**src/rtl/fsm16_pkg.sv**
```systemverilog
// Shared constants for the 16-state controlled FSM: state codes, driver phases,
// successor tables and the input pairs that select each branch.
package fsm16_pkg;

    localparam logic [3:0] S0  = 4'd0,  S1  = 4'd1,  S2  = 4'd2,  S3  = 4'd3;
    localparam logic [3:0] S4  = 4'd4,  S5  = 4'd5,  S6  = 4'd6,  S7  = 4'd7;
    localparam logic [3:0] S8  = 4'd8,  S9  = 4'd9,  S10 = 4'd10, S11 = 4'd11;
    localparam logic [3:0] S12 = 4'd12, S13 = 4'd13, S14 = 4'd14, S15 = 4'd15;

    localparam logic BR_A = 1'b0;
    localparam logic BR_B = 1'b1;

    typedef enum logic [1:0] {
        PH_IDLE  = 2'd0,
        PH_PLAN  = 2'd1,
        PH_DRIVE = 2'd2,
        PH_DONE  = 2'd3
    } phase_t;

    // Indexed by k = state[2:0]; the upper state bit never affects the next hop.
    localparam logic [3:0] SUCC_A [8] = '{S1, S3, S5, S7, S9, S11, S13, S15};
    localparam logic [3:0] SUCC_B [8] = '{S2, S4, S6, S8, S10, S12, S14, S0};

    // Pair encoding: bit 1 = input1, bit 0 = input2.
    localparam logic [1:0] PAIR_A [8] = '{2'b11, 2'b01, 2'b10, 2'b00, 2'b01, 2'b00, 2'b10, 2'b00};
    localparam logic [1:0] PAIR_B [8] = '{2'b00, 2'b00, 2'b00, 2'b11, 2'b00, 2'b10, 2'b01, 2'b11};

    function automatic logic [3:0] next_state(input logic [3:0] s, input logic br);
        return (br == BR_B) ? SUCC_B[s[2:0]] : SUCC_A[s[2:0]];
    endfunction

    function automatic logic [1:0] drive_pair(input logic [3:0] s, input logic br);
        return (br == BR_B) ? PAIR_B[s[2:0]] : PAIR_A[s[2:0]];
    endfunction

endpackage

```
**src/rtl/fsm16_stim_driver_if.sv**
```systemverilog
// Target-request and stimulus bus of the stimulus driver.
// FSM16_DRV_MON_EN adds the dut_state feedback and the sticky mismatch flag.
interface fsm16_stim_driver_if;
    logic       tgt_valid;
    logic       tgt_ready;
    logic [3:0] tgt_state;
    logic       drv_input1;
    logic       drv_input2;
    logic       drv_valid;
    logic [3:0] model_state;
    logic       done;
    logic [2:0] steps;
`ifdef FSM16_DRV_MON_EN
    logic [3:0] dut_state;
    logic       mismatch;

    modport master (output tgt_valid, tgt_state, dut_state,
                    input  tgt_ready, drv_input1, drv_input2, drv_valid,
                           model_state, done, steps, mismatch);
    modport slave  (input  tgt_valid, tgt_state, dut_state,
                    output tgt_ready, drv_input1, drv_input2, drv_valid,
                           model_state, done, steps, mismatch);
`else
    modport master (output tgt_valid, tgt_state,
                    input  tgt_ready, drv_input1, drv_input2, drv_valid,
                           model_state, done, steps);
    modport slave  (input  tgt_valid, tgt_state,
                    output tgt_ready, drv_input1, drv_input2, drv_valid,
                           model_state, done, steps);
`endif
endinterface

```
**src/rtl/fsm16_route.sv**
```systemverilog
// Combinational shortest-route finder: branch bits (first hop in bit 0, 1 = B)
// and hop count from cur_state to tgt_state, at most 4 hops.
module fsm16_route
    import fsm16_pkg::*;
(
    input  logic [3:0] cur_state,
    input  logic [3:0] tgt_state,
    output logic [2:0] path_len,
    output logic [3:0] path_bits
);

    logic       found;
    logic [3:0] walk;
    logic [3:0] pat;

    // Lengths are tried shortest first; each length has at most one hit.
    always_comb begin
        path_len  = 3'd0;
        path_bits = 4'd0;
        found     = (cur_state == tgt_state);
        walk      = cur_state;
        pat       = 4'd0;
        for (int n = 1; n <= 4; n++) begin
            for (int p = 0; p < 16; p++) begin
                pat  = 4'(p);
                walk = cur_state;
                for (int h = 0; h < 4; h++) begin
                    if (h < n) walk = next_state(walk, pat[h]);
                end
                if (!found && (p < (1 << n)) && (walk == tgt_state)) begin
                    found     = 1'b1;
                    path_len  = 3'(n);
                    path_bits = pat;
                end
            end
        end
    end

endmodule

```
**src/rtl/fsm16_stim_driver.sv**
```systemverilog
// Steers a 16-state FSM to a requested state by replaying the shortest branch
// sequence; FSM16_DRV_MON_EN adds a sticky check of dut_state against the mirror.
module fsm16_stim_driver
    import fsm16_pkg::*;
(
    input logic                clk,
    input logic                reset,
    fsm16_stim_driver_if.slave bus
);

    phase_t     phase_q, phase_d;
    logic [3:0] model_state_q, model_state_d;
    logic [3:0] target_q, target_d;
    logic [2:0] steps_q, steps_d;
    logic [2:0] hops_q, hops_d;
    logic [3:0] bits_q, bits_d;
    logic [1:0] pair_q, pair_d;
    logic       drv_valid_q, drv_valid_d;
    logic       done_q, done_d;
    logic       ready_q, ready_d;
    logic [3:0] hop_state;
    logic [2:0] route_len;
    logic [3:0] route_bits;

    fsm16_route u_route (
        .cur_state (model_state_q),
        .tgt_state (target_q),
        .path_len  (route_len),
        .path_bits (route_bits)
    );

    // Stimulus outputs are computed one cycle ahead so they leave straight from flops.
    always_comb begin
        phase_d       = phase_q;
        model_state_d = model_state_q;
        target_d      = target_q;
        steps_d       = steps_q;
        hops_d        = hops_q;
        bits_d        = bits_q;
        pair_d        = 2'b00;
        drv_valid_d   = 1'b0;
        done_d        = 1'b0;
        hop_state     = next_state(model_state_q, bits_q[0]);
        case (phase_q)
            PH_IDLE: begin
                if (bus.tgt_valid && ready_q) begin
                    target_d = bus.tgt_state;
                    phase_d  = PH_PLAN;
                end
            end
            PH_PLAN: begin
                steps_d = route_len;
                hops_d  = route_len;
                bits_d  = route_bits;
                if (route_len == 3'd0) begin
                    phase_d = PH_DONE;
                    done_d  = 1'b1;
                end else begin
                    phase_d     = PH_DRIVE;
                    drv_valid_d = 1'b1;
                    pair_d      = drive_pair(model_state_q, route_bits[0]);
                end
            end
            PH_DRIVE: begin
                model_state_d = hop_state;
                bits_d        = {1'b0, bits_q[3:1]};
                hops_d        = hops_q - 3'd1;
                if (hops_q == 3'd1) begin
                    phase_d = PH_DONE;
                    done_d  = 1'b1;
                end else begin
                    drv_valid_d = 1'b1;
                    pair_d      = drive_pair(hop_state, bits_q[1]);
                end
            end
            default: phase_d = PH_IDLE;
        endcase
        ready_d = (phase_d == PH_IDLE);
    end

    always_ff @(posedge clk) begin
        if (reset) begin
            phase_q       <= PH_IDLE;
            model_state_q <= S0;
            target_q      <= S0;
            steps_q       <= 3'd0;
            hops_q        <= 3'd0;
            bits_q        <= 4'd0;
            pair_q        <= 2'b00;
            drv_valid_q   <= 1'b0;
            done_q        <= 1'b0;
            ready_q       <= 1'b1;
        end else begin
            phase_q       <= phase_d;
            model_state_q <= model_state_d;
            target_q      <= target_d;
            steps_q       <= steps_d;
            hops_q        <= hops_d;
            bits_q        <= bits_d;
            pair_q        <= pair_d;
            drv_valid_q   <= drv_valid_d;
            done_q        <= done_d;
            ready_q       <= ready_d;
        end
    end

    assign bus.tgt_ready   = ready_q;
    assign bus.drv_input1  = pair_q[1];
    assign bus.drv_input2  = pair_q[0];
    assign bus.drv_valid   = drv_valid_q;
    assign bus.model_state = model_state_q;
    assign bus.done        = done_q;
    assign bus.steps       = steps_q;

`ifdef FSM16_DRV_MON_EN
    logic check_q, check_d;
    logic mismatch_q, mismatch_d;

    // The controlled FSM has taken the step by the cycle after drv_valid.
    always_comb begin
        check_d    = drv_valid_q;
        mismatch_d = mismatch_q | (check_q && (bus.dut_state != model_state_q));
    end

    always_ff @(posedge clk) begin
        if (reset) begin
            check_q    <= 1'b0;
            mismatch_q <= 1'b0;
        end else begin
            check_q    <= check_d;
            mismatch_q <= mismatch_d;
        end
    end

    assign bus.mismatch = mismatch_q;
`endif

endmodule

```
**src/flat_wrapper.sv**
```systemverilog
// flat-port wrapper written by rule: the top's interface ports become plain ports
module fsm16_stim_driver_flat import fsm16_pkg::*;
  (clk, reset, bus_tgt_valid, bus_tgt_state, bus_tgt_ready, bus_drv_input1, bus_drv_input2, bus_drv_valid, bus_model_state, bus_done, bus_steps);
  fsm16_stim_driver_if bus_i ();
  input logic clk;
  input logic reset;
  input wire logic [$bits(bus_i.tgt_valid)-1:0] bus_tgt_valid;
  input wire logic [$bits(bus_i.tgt_state)-1:0] bus_tgt_state;
  output wire logic [$bits(bus_i.tgt_ready)-1:0] bus_tgt_ready;
  output wire logic [$bits(bus_i.drv_input1)-1:0] bus_drv_input1;
  output wire logic [$bits(bus_i.drv_input2)-1:0] bus_drv_input2;
  output wire logic [$bits(bus_i.drv_valid)-1:0] bus_drv_valid;
  output wire logic [$bits(bus_i.model_state)-1:0] bus_model_state;
  output wire logic [$bits(bus_i.done)-1:0] bus_done;
  output wire logic [$bits(bus_i.steps)-1:0] bus_steps;
  assign bus_i.tgt_valid = bus_tgt_valid;
  assign bus_i.tgt_state = bus_tgt_state;
  assign bus_tgt_ready = bus_i.tgt_ready;
  assign bus_drv_input1 = bus_i.drv_input1;
  assign bus_drv_input2 = bus_i.drv_input2;
  assign bus_drv_valid = bus_i.drv_valid;
  assign bus_model_state = bus_i.model_state;
  assign bus_done = bus_i.done;
  assign bus_steps = bus_i.steps;
  fsm16_stim_driver u_core (.clk(clk), .reset(reset), .bus(bus_i));
endmodule
```
**config.mk**
```make
export PLATFORM = sky130hd
export DESIGN_NAME = fsm16_stim_driver_flat
export DESIGN_NICKNAME = d
export VERILOG_FILES = /design/src/rtl/fsm16_pkg.sv /design/src/rtl/fsm16_stim_driver_if.sv /design/src/rtl/fsm16_route.sv /design/src/rtl/fsm16_stim_driver.sv /design/src/flat_wrapper.sv
export SDC_FILE = /design/constraint.sdc
export NUM_CORES = 1
export LEC_CHECK = 0
export ABC_AREA = 1
export CORE_UTILIZATION = 28
export DETAILED_ROUTE_END_ITERATION = 8
export DONT_BUFFER_PORTS = 1
export PLACE_DENSITY = 0.48
export SETUP_SLACK_MARGIN = 0.5
export SLEW_MARGIN = 15
export SYNTH_ARGS = -nofsm -noshare
export SYNTH_HDL_FRONTEND = slang
export SYNTH_SLANG_ARGS = --single-unit
```
**constraint.sdc**
```tcl
create_clock -name clk -period 3.18 [get_ports clk]
set_clock_uncertainty 0.15 [all_clocks]
set_input_delay 0.795 -clock clk [delete_from_list [all_inputs] [get_ports clk]]
set_output_delay 0.795 -clock clk [all_outputs]
set_load 0.02 [all_outputs]
```
==> Word-level counts from Yosys, hierarchy flattened <==
Memories as Yosys holds them, arrays and structs flattened.
Index checks and enable logic that the tools add are counted.
{ "totals": {"regBits": 25, "mem_bits_ro": 1024, "word_cells": 351, "n_memories": 34} }
{ "memory_table": {"columns": ["name", "words", "width", "read_ports", "rd_clocked_by_memory_dff", "write_ports", "line", "text"], "rows": [
  ["(no name shown)", 8, 4, 1, 0, 0, "fsm16_pkg.sv:29", "return (br == BR_B) ? SUCC_B[s[2:0]] : SUCC_A[s[2:0]];"],
  ["(no name shown)", 8, 4, 1, 0, 0, "fsm16_pkg.sv:29", null],
  ["(no name shown)", 8, 4, 1, 0, 0, "fsm16_pkg.sv:29", null],
  ["(no name shown)", 8, 4, 1, 0, 0, "fsm16_pkg.sv:29", null],
  ["(no name shown)", 8, 4, 1, 0, 0, "fsm16_pkg.sv:29", null],
  ["(no name shown)", 8, 4, 1, 0, 0, "fsm16_pkg.sv:29", null],
  ["+28 memories", null, null, null, null, null, null, null]
]} }
{ "classes": {"add_sub_neg": 1, "magnitude_cmp": 16, "n_eq_ne": 34, "mux": 174, "bitwise_logic": 16, "n_reduce_logical": 66} }
{ "op_table": {"columns": ["op", "n"], "rows": [
  ["$mux 4", 80],
  ["$eq 4x4->1", 31],
  ["$ge 4x4->1 const B", 16],
  ["$not 3->4", 16],
  ["$mux 2", 30],
  ["$mux 3", 19],
  ["$mux 1", 39],
  ["$logic_and 1x1->1", 31],
  ["$logic_not 1->1", 30],
  ["$pmux 4 s2", 1],
  ["$pmux 2 s3", 1],
  ["$pmux 3 s2", 1],
  ["$logic_not 2->1", 2],
  ["$pmux 1 s2", 2],
  ["$pmux 2 s2", 1],
  ["$eq 3x1->1 const B", 1],
  ["$logic_not 3->1", 1],
  ["$sub 3x1->3 const B", 1],
  ["$eq 2x1->1 const B", 1],
  ["$eq 2x2->1 const B", 1],
  ["$reduce_and 2->1", 1],
  ["$reduce_bool 2->1", 1]
]} }

==> Longest topological paths before layout <==
{ "logic_depth": {"ltp_word": 98, "ltp_mapped": 23} }

==> Modules after synthesis <==
Synthesis repeated with hierarchy kept, for this count alone.
{ "unflattened": {"hier_cells": 345, "area_unflattened_um2": 2132.0} }
{ "by_module_without_submodules": {"columns": ["module", "n_inst", "cells_per_inst", "area_each_um2", "seq_area_each_um2"], "rows": [
  ["fsm16_stim_driver", 1, 162, 1234.9, 500.5],
  ["fsm16_route", 1, 183, 897.1, 0.0]
]} }

==> Worst setup path before layout <==
No wires, ideal clock.
{ "synth_timing": {"path_kind": "reg2reg", "start": "reg u_core.model_state_q[0], in the netlist u_core.bus.model_state[0]", "end": "reg u_core.bits_q[0]", "setup_time_ns": 0.132, "t_arrival_ns": 2.443, "slack_ns": 0.455, "stages_incl_launch_ff": 21, "synth_period_minus_slack_ns": 2.725, "cell_sequence": "dfxtp_1 -> buf_4 -> inv_4 -> ha_1 -> inv_1 -> nand2_2 -> nand3_2 -> nor2_2 -> nand2_4 -> nand4_4 -> nor2_8 -> nand2_8 -> inv_2 -> o2111a_1 -> inv_2 -> nand2_1 -> nand2_1 -> nand2_2 -> nand2_2 -> o21ai_1 -> a21oi_1"} }
{ "synth_via": {"elab_chain_len": 95} }
{ "synth_lines": {"columns": ["item", "line", "text"], "rows": [
  ["start: declaration", "fsm16_stim_driver.sv:12", "logic [3:0] model_state_q, model_state_d;"],
  ["start signal: assignment", "fsm16_stim_driver.sv:95", "model_state_q <= model_state_d;"],
  ["branches (longest 93 deep; another with $mem_v2 8x4)", null, null],
  ["$mux 4 *", "fsm16_route.sv:30", "if (!found && (p < (1 << n)) && (walk == tgt_state)) begin"],
  ["$pmux 4 s2 *", "fsm16_stim_driver.sv:44", "case (phase_q)"],
  ["end signal: assignment", "fsm16_stim_driver.sv:99", "bits_q <= bits_d;"],
  ["end: declaration", "fsm16_stim_driver.sv:16", "logic [3:0] bits_q, bits_d;"]
]} }
Every way passes the cells marked *. The select of a mux whose other input is x is not followed.
A chain may end at the register's enable or synchronous reset.

==> Worst setup path in the final report <==
{ "layout_timing": {"start": "reg u_core.model_state_q[0], in the netlist u_core.bus.model_state[0]", "end": "reg u_core.pair_q[0]"} }
{ "layout_via": {"elab_chain_len": 97} }
{ "layout_lines": {"columns": ["item", "line", "text"], "rows": [
  ["branches (longest 96 deep; another with $mem_v2 8x4)", null, null],
  ["$pmux 2 s2 *", "fsm16_stim_driver.sv:44", null],
  ["end signal: assignment", "fsm16_stim_driver.sv:100", "pair_q <= pair_d;"],
  ["end: declaration", "fsm16_stim_driver.sv:17", "logic [1:0] pair_q, pair_d;"]
]} }
Marks and branches as above.

==> summary.txt <==
status - finished, final reports clean
DRC - 0
Reg2Reg Depth - 18
# H-tree levels - 1
Top FF cell, synth - dfxtp_1
# hold bufs at CTS - 0
fillers - 782
Fin Setup TNS - 0 ns
cell taking the most area after synthesis - dfxtp_1
Die H - 86.4 um
hold endpoint - u_core.hops_q[1]
post-synthesis cell area - 0.00199 sq mm
RSZ-0062 raised after global routing - true
clock sinks - 25
Synth cell types - 39
first drt pass iteration count - 4
cts bufs inserted - 3
P&R area growth vs syn - 19.3%
Crit path arrival time - 2.64 ns
P_leak - 0.00101 uW
WS Path Type - reg -> reg
Post-synth top cells - nand2_1, nor2_1, inv_1, a21oi_1
Starting DRT DRC Count - 95
Hold Path Cell Cnt - 2
Rows - 30
Period Utilization, post-route - 80.6%
initial antenna violation count - 0
Req. time, crit path - 3.25 ns
CTS tree - built
sequential area share after synthesis - 25.1%
r2r setup slk - 0.62 ns
Tot GR Track Use - 16.4%
Worst Tran Pin Value - 0.653 ns
area of the core - 0.00683 sq mm
layout cells sized above 1 - 23.7%
vias in the first global route - 1924
via/cell ratio - 4.81
detailed placer's ending HPWL - 4.20 mm
nets - 337
RR Startpoint - u_core.bus.model_state[0]
Congestion Overflow GR - 0
peak supply drop - 0.370 mV
EDFF count, synth - 0
minimum clock period - 2.56 ns
die width - 86.4 um
count leader, synth - nand2_1
top cell type's share of synthesized area - 25.1%
Slew Limit Fails - 0
cells after synthesis - 306
# port buffers - 0
DP Area - 0.00210 sq mm
Crit. End Element - register
global placement routability congestion - 0.922
Synth async-reset ratio - 0%
worst-skew pair later-pin latency - 0.28 ns
worst-path maximum fanout - 8
Mean Syn Cell Area - 6.51 sq um
first-pass GRT wire length - 9.58 mm
via count - 1983
crit path launch type - register
Synth Net Count - 326
final hold vios - 0
clk root buf - clkbuf_8
hold_sp - u_core.hops_q[1]
Die ar. - 0.00746 sq mm
Antenna Cells - 0
synth warn - 0
final setup fails - 0
I/O Pins - 19
Clock Pin Slew Worst Setup and Hold Paths - 0.10 ns
Antenna Nets Post-Route - 0
cell area after layout - 0.00238 sq mm
WL/cell - 13.9 um
largest net degree at the start of global routing - 19
RR Endpoint - u_core.pair_q[0]
hold crit path type - reg -> reg
Slew HR - 56.5%
top post-synthesis cells by area - dfxtp_1, nand2_1, ha_1, nor2_1, a21oi_1
CTS Buffer Depth - 2
flip-flop and latch count after synthesis - 25
Fmax - 390 MHz
wirelength, routed - 5.73 mm
initial core utilization - 29.2%
Max-Cap Viols - 0
Power per Cell Area - 1150 mW/mm^2
## state kept, by name, indices dropped and copies added, names as in the netlist
name,cells
u_core.bits_q,4
u_core.bus.tgt_ready,1
u_core.hops_q,3
u_core.pair_q,2
u_core.target_q,4
u_core.bus.model_state,4
u_core.bus.steps,3
u_core.bus.drv_valid,1
u_core.bus.done,1
u_core.phase_q,2
## worst max-delay path, stage by stage, from the launching register on
cell	delay, ns
dfxtp_4	0.39
buf_12	0.15
ha_4	0.16
nand2_4	0.07
o21ai_2	0.05
nand2_1	0.07
nand2_2	0.07
nand2_4	0.08
nand4_4	0.12
nor2_8	0.18
nand2_8	0.10
buf_4	0.17
nor2_1	0.12
a21oi_1	0.10
nand2_2	0.14
nand2_4	0.08
nand2_2	0.07
nand3_2	0.06
a21oi_2	0.15
## cell families (layout without fill, tap and decap cells)
| kind of cell | count (synthesis) | in the layout | share of synthesized area [%] |
|---|---|---|---|
| xor+xnor | 2 | 2 | 0.879 |
| compound gates | 66 | 66 | 19.0 |
| buf+inv | 51 | 61 | 10.7 |
| fa+ha+maj | 13 | 13 | 8.16 |
| flops | 25 | 25 | 25.1 |
| simple gates | 149 | 149 | 36.1 |
## placed cells by master (no fill, tap or decap), drive strengths merged, types with 2 or more instances in the layout
master  netlist  routed
a21oi        27      27
a221oi        2       2
buf           5      14
clkbuf        4       4
dfxtp        25      25
ha           13      13
inv          42      42
nand2        76      76
nand3        21      21
nand4         5       5
nor2         42      42
nor3          4       4
o21ai        29      29
## what timing repair did
item	CTS	global route
gates cloned	0	1
setup endpoints to repair	3	8
pin swaps	1	14
resized for setup	1	36
setup buffers	1	8
## how the worst max path moves through the flow
| stage | startpoint | end | slack, ns | cells past startpoint |
|---|---|---|---|---|
| after global routing | u_core.bus.model_state[0] | u_core.pair_q[0] | 0.37 | 20 |
| final | u_core.bus.model_state[0] | u_core.pair_q[0] | 0.62 | 18 |
| after detailed placement | u_core.bus.model_state[0] | u_core.pair_q[0] | 0.48 | 22 |
| after CTS | u_core.bus.model_state[0] | u_core.pair_q[0] | 0.50 | 21 |
| after global placement | u_core.bus.model_state[0] | u_core.pair_q[0] | 0.49 | 20 |
| after floorplan | u_core.bus.model_state[1] | u_core.bits_q[0] | 0.56 | 19 |
## cell type report
type                            instances  area (sq um)  area share, %
Tap cell                               96           120           5.05
Inverter                               42           168           7.05
Clock buffer                            3          41.3           1.74
Timing Repair Buffer                   15           146           6.15
Sequential cell                        25           509           21.4
Clock inverter                          1          7.51          0.316
Multi-Input combinational cell        230          1390           58.3
## report_power, final
part	total (uW)	internal [uW]	switching, uW
combinational	1960	704	1250
sequential	568	424	143
clock	206	89.2	117
total	2730	1220	1520
## through the flow
stage | power [uW] | std cells | setup slack [ns] | utilization [%] | hold WS [ns]
after floorplan | 1860 | 306 | 0.556 | - | 0.295
after global placement | 2250 | 398 | 0.487 | 30.7 | 0.301
after detailed placement | 2220 | 398 | 0.484 | 30.7 | 0.302
after CTS | 2480 | 403 | 0.505 | 31.6 | 0.317
after global routing | 3020 | 412 | 0.366 | 34.8 | 0.348
final | 2730 | 412 | 0.616 | 34.8 | 0.313
## layer usage
layer	vias up	global-route usage, %	part of all wire, %
met5	-	0	0
met4	0	5.15	2.9
met3	14	2.76	3.4
met2	47	26.5	45
met1	902	22.2	49
li1	1020	-	-
Power figures use the tool's default switching activity.
